**config.mk**
```make
export PLATFORM = sky130hd
export DESIGN_NAME = instruction_bundler
export DESIGN_NICKNAME = d
export VERILOG_FILES = /design/src/rtl/instr_pkg.sv /design/src/rtl/instruction_bundler.sv
export SDC_FILE = /design/constraint.sdc
export NUM_CORES = 1
export LEC_CHECK = 0
export CAP_MARGIN = 20
export CORE_ASPECT_RATIO = 0.8
export CORE_MARGIN = 4
export CORE_UTILIZATION = 46
export DETAILED_ROUTE_END_ITERATION = 8
export PLACE_DENSITY = 0.84
export SETUP_SLACK_MARGIN = 0.15
export SLEW_MARGIN = 20
export SYNTH_ARGS = -nofsm -noshare
export SYNTH_HDL_FRONTEND = slang
export SYNTH_SLANG_ARGS = --single-unit
```
**constraint.sdc**
```tcl
create_clock -name clk -period 3.4 [get_ports clk]
set_clock_uncertainty 0.1 [all_clocks]
set_input_delay 0.68 -clock clk [delete_from_list [all_inputs] [get_ports clk]]
set_output_delay 0.68 -clock clk [all_outputs]
set_load 0.05 [all_outputs]
```
**src/rtl/instr_pkg.sv**
```systemverilog
// Shared constants and state encoding for the instruction bundler.
package instr_pkg;

  localparam int INSTR_W    = 32;
  localparam int BUNDLE_MAX = 6;
  localparam int QTY_W      = 4;
  localparam int BUNDLE_W   = 192;
  localparam int MEM_DEPTH  = 1024;
  localparam int TOTAL_W    = 11;
  localparam logic [INSTR_W-1:0] NOP_WORD = 32'h0000_0013;

  typedef enum logic {
    FILL = 1'b0,
    EMIT = 1'b1
  } bundler_state_t;

endpackage

```
**src/rtl/instruction_bundler.sv**
```systemverilog
// Packs a valid/ready stream of 32-bit instructions into 2..6 word bundles and
// issues each as a one-cycle registered write pulse, tracking memory capacity.
module instruction_bundler
  import instr_pkg::*;
#(
  parameter int MAX_BUNDLE = instr_pkg::BUNDLE_MAX,
  parameter int MEM_DEPTH  = instr_pkg::MEM_DEPTH,
  parameter logic [31:0] NOP_WORD = instr_pkg::NOP_WORD
) (
  input  logic                clk,
  input  logic                rst,
  input  logic                in_valid,
  input  logic [INSTR_W-1:0]  in_instr,
  input  logic                in_last,
  input  logic                flush,
  output logic                in_ready,
  output logic                write_enable,
  output logic [BUNDLE_W-1:0] instructions,
  output logic [QTY_W-1:0]    quantity,
  output logic                mem_full,
  output logic [TOTAL_W-1:0]  words_total
);

  bundler_state_t state_reg, state_next;
  logic [2:0] count_reg, count_next;
  logic [BUNDLE_MAX-1:0][INSTR_W-1:0] lane_reg, lane_next;
  logic we_reg, we_next;
  logic [BUNDLE_W-1:0] instr_reg, instr_next;
  logic [QTY_W-1:0] qty_reg, qty_next;
  logic [TOTAL_W-1:0] total_reg, total_next;
  logic full_reg, full_next;

  logic accept;
  logic close;
  logic [QTY_W-1:0] post_count;
  logic [TOTAL_W-1:0] rem;
  logic [TOTAL_W-1:0] total_upd;

  always_ff @(posedge clk) begin
    if (rst) begin
      state_reg <= FILL;
      count_reg <= '0;
      lane_reg  <= '0;
      we_reg    <= 1'b0;
      instr_reg <= '0;
      qty_reg   <= '0;
      total_reg <= '0;
      full_reg  <= 1'b0;
    end else begin
      state_reg <= state_next;
      count_reg <= count_next;
      lane_reg  <= lane_next;
      we_reg    <= we_next;
      instr_reg <= instr_next;
      qty_reg   <= qty_next;
      total_reg <= total_next;
      full_reg  <= full_next;
    end
  end

  always_comb begin
    state_next = state_reg;
    count_next = count_reg;
    lane_next  = lane_reg;
    we_next    = 1'b0;
    instr_next = '0;
    qty_next   = '0;
    total_next = total_reg;
    full_next  = full_reg;
    accept     = 1'b0;
    close      = 1'b0;
    post_count = {1'b0, count_reg};
    rem        = TOTAL_W'(MEM_DEPTH) - total_reg;
    total_upd  = total_reg + TOTAL_W'(qty_reg);
    in_ready   = (state_reg == FILL) && !full_reg;

    case (state_reg)
      FILL: begin
        accept     = in_valid && !full_reg;
        post_count = {1'b0, count_reg} + QTY_W'(accept);
        if (accept) begin
          lane_next[count_reg] = in_instr;
        end
        // A bare flush only closes a non-empty bundle.
        if (accept) begin
          close = (post_count == QTY_W'(MAX_BUNDLE)) || in_last || flush ||
                  (TOTAL_W'(post_count) == rem);
        end else begin
          close = flush && (count_reg != 3'd0);
        end
        count_next = post_count[2:0];
        if (close) begin
          state_next = EMIT;
          we_next    = 1'b1;
          instr_next = lane_next;
          qty_next   = post_count;
          if (post_count == QTY_W'(1)) begin
            instr_next[2*INSTR_W-1:INSTR_W] = NOP_WORD;
            qty_next = QTY_W'(2);
          end
        end
      end
      EMIT: begin
        state_next = FILL;
        count_next = '0;
        lane_next  = '0;
        total_next = total_upd;
        // One leftover slot can never hold a legal bundle, so stop below two.
        full_next  = (TOTAL_W'(MEM_DEPTH) - total_upd) < TOTAL_W'(2);
      end
      default: begin
        state_next = FILL;
      end
    endcase
  end

  assign write_enable = we_reg;
  assign instructions = instr_reg;
  assign quantity     = qty_reg;
  assign mem_full     = full_reg;
  assign words_total  = total_reg;

endmodule

```
==> flow_summary.ini <==
[status]
outcome = completed

[pwr]
ir_drop_mv = 0.417
p_per_area_mw_per_mm2 = 572
leakage_nw = 7.00

[clock_tree]
cts_hold_buffers = 0
insertion_delay_ns = 0.51
root_buffer = clkbuf_16
clk_pin_slew_ns = 0.06
cts_buffer_depth = 3
cts_tree = built
cts_sinks = 404
htreeDepth = 2
cts_setup_buffers = 0
cts_buffers = 38

[sta]
final.period_utilization = 0.937
holdWs_ns = 0.353
drv_slew = 0
hold_violations = 0
fin_ws_ns = 0.215
finalCriticalPeriod_ns = 3.18
rsz0062_at_grt = true
fmax_ghz = 0.314
tightest_slew_ns = 0.708
finalSetupViolCount = 0
slew_headroom = 0.528
setup_tns_ns = 0

[yosys]
syn_nets = 1304
synth_area_mm2 = 0.0131
synth_edf_count = 0
syn_area_per_cell_um2 = 10.4
async_reset_ff_frac = 0
synth-seq-area-share = 0.619
ys_ff_latch = 404
yosysWarningCount = 0
yosysUniqueCellTypes = 50
synthCells = 1258
synth_ff_type = dfxtp_1

[drt]
routed_wl_mm = 33.7
via_per_inst = 5.14
vias = 9696
routedWlPerCell_um = 17.9
drc = 0
ant_nets = 0
drt_iter0_markers = 624
firstDrtPassIters = 5

[worst_setup_path]
crit_required_ns = 3.75
end_kind = flop
slowest_delay_ns = 0.46
crit_chain = clkdlybuf4s50_1 > nand2b_4 > inv_1 > ha_1 > buf_4 > and3_1 > o211ai_1 > o211ai_1 > a2111oi_4 > o41ai_4 > or3_1 > buf_6 > nor2_1
crit_type = input port to flop
crit_slowest_cell = a2111oi_4
arrival_ns = 3.54
startpoint_type = input port
critPathMaxFanout = 13
crit_path_frequent_cell = o211ai_1

[grt]
grt_pass1_wl_mm = 53.0
track_usage = 0.207
grt_pass1_vias = 9731
antenna_found_initial = 0
overflow = 0
grt_max_degree = 114

[floorplan]
ios = 247
fp-row-count = 54
start_util = 0.473
chipWidth_um = 196
fp.dieArea_mm2 = 0.0312
dieHeight_um = 159
core_area_mm2 = 0.0276

[place]
hpwl_mm = 22.9
port_buffers = 246
gp_congestion = 0.851
pre_cts_ws_ns = -0.425

[finish]
area_growth_pct = 34.5
antenna_cells = 0
final_core_util = 0.636
drive_gt1_frac = 0.0860
nets = 1544

[flow_run]
cap_violations = 0

[hold_path]
worstHoldPathType = flop to flop
[final timing paths]
path,startpoint,end,slack [ns],cells past startpoint
setup reg to reg,words_total[1]$_SDFFE_PP0P_,instructions[57]$_SDFF_PP0_,0.26,10
setup / recovery,in_valid,instructions[57]$_SDFF_PP0_,0.22,13
hold reg to reg,lane_reg[0]$_SDFF_PP0_,lane_reg[0]$_SDFF_PP0_,0.35,2
hold / removal,lane_reg[0]$_SDFF_PP0_,lane_reg[0]$_SDFF_PP0_,0.35,2
[worst max-delay path: cells and delay by family]
kind                       cells  cell delay [ns]
AOI/OAI and AO/OA              4             0.96
adders and majority gates      1             0.21
buffers and inverters          4             0.83
and+or+nand+nor                4             0.84
[Yosys cell counts (2+ instances only)]
master    instances  area [µm²]
nor4b_1           3        26.3
nor3_1          132         661
and4b_1           2        20.0
a211oi_1          7        52.6
nand4b_1          2        17.5
or3_1             3        18.8
a31oi_1           2        12.5
a21o_1            2        15.0
nand3_1           9        45.0
a32o_1            2        20.0
and2_1            3        18.8
mux2i_1         164        1640
and3_1            3        18.8
nand4_1           5        31.3
nor2_1          212         796
o211ai_1          2        15.0
nor4_1            4        25.0
dfxtp_1         404        8090
xnor2_1          10        87.6
or2_2             2        12.5
ha_1              8         100
nor2b_1          32         200
inv_1             7        26.3
buf_1            20        75.1
o21ai_0           2        10.0
a21oi_1          35         175
xor2_1            8        70.1
nand2b_1          7        43.8
nand2_1          75         282
buf_2             2        10.0
clkbuf_1         69         259
a31o_2            2        17.5
[through the flow]
stage | cell area [µm²] | std cells | total power, mW
3_3_place_gp | 16200 | 1822 | 5.77
5_1_grt | 17600 | 1888 | 10.4
6_report | 17600 | 1888 | 10.1
2_1_floorplan | 13100 | 1258 | 5.45
4_1_cts | 17600 | 1888 | 10.1
3_5_place_dp | 16200 | 1822 | 5.79
[area by class of cell]
class	instances	area, µm²
Inverter	7	26.3
Tap cell	364	455
Clock buffer	52	1120
Timing Repair Buffer	291	2970
Clock inverter	14	194
Fill cell	2098	10000
Multi-Input combinational cell	756	4720
Sequential cell	404	8090
[routing by layer]
metal	vias to the layer above	track usage	routed length, µm
li1	4697	-	-
met1	4639	0.272	14400
met2	314	0.336	15800
met3	46	0.0633	2900
met4	0	0.0536	575
met5	-	0	0
[cells in the final DEF, fill, tap and decap left out, types with 3 or more instances in the layout]
master           count
a211oi_1             7
a21oi_1             35
and2_1               3
buf_12              13
buf_4               30
bufinv_16            4
clkbuf_1             3
clkbuf_16           39
clkbuf_8            10
clkdlybuf4s50_1    246
clkinv_2             6
dfxtp_1            401
dfxtp_2              3
ha_1                 6
inv_1                7
mux2i_1            164
nand2_1             74
nand2b_1             6
nand3_1              7
nand4_1              5
nor2_1             211
nor2b_1             32
nor3_1             131
nor4b_1              3
or3_1                3
xnor2_1              9
xor2_1               8
[cell families (layout without fill, tap and decap cells)]
logic type,after synthesis,in the layout,share of synthesized area
xor gates and xnor gates,18,18,0.0121
and+or+nand+nor,498,498,0.172
buffers and inverters,98,364,0.0283
DFF,404,404,0.619
muxes,165,165,0.126
AOI/OAI and AO/OA,66,66,0.0333
adders and majority gates,9,9,0.00919
[power breakdown]
part	switching, mW	leakage, nW	internal (mW)	total (mW)
clock network	1.74	0.651	2.63	4.37
registers	0.0366	3.26	4.81	4.85
logic	0.546	3.08	0.295	0.841
total	2.32	7.00	7.74	10.1
[what timing repair did]
item                       in CTS  in global routing
pin swaps                       1                  1
setup endpoints to repair      73                 63
gates resized for setup         2                  4
hold endpoints to repair        0                  0
Note: power is estimated with default switching activity, not from simulation.
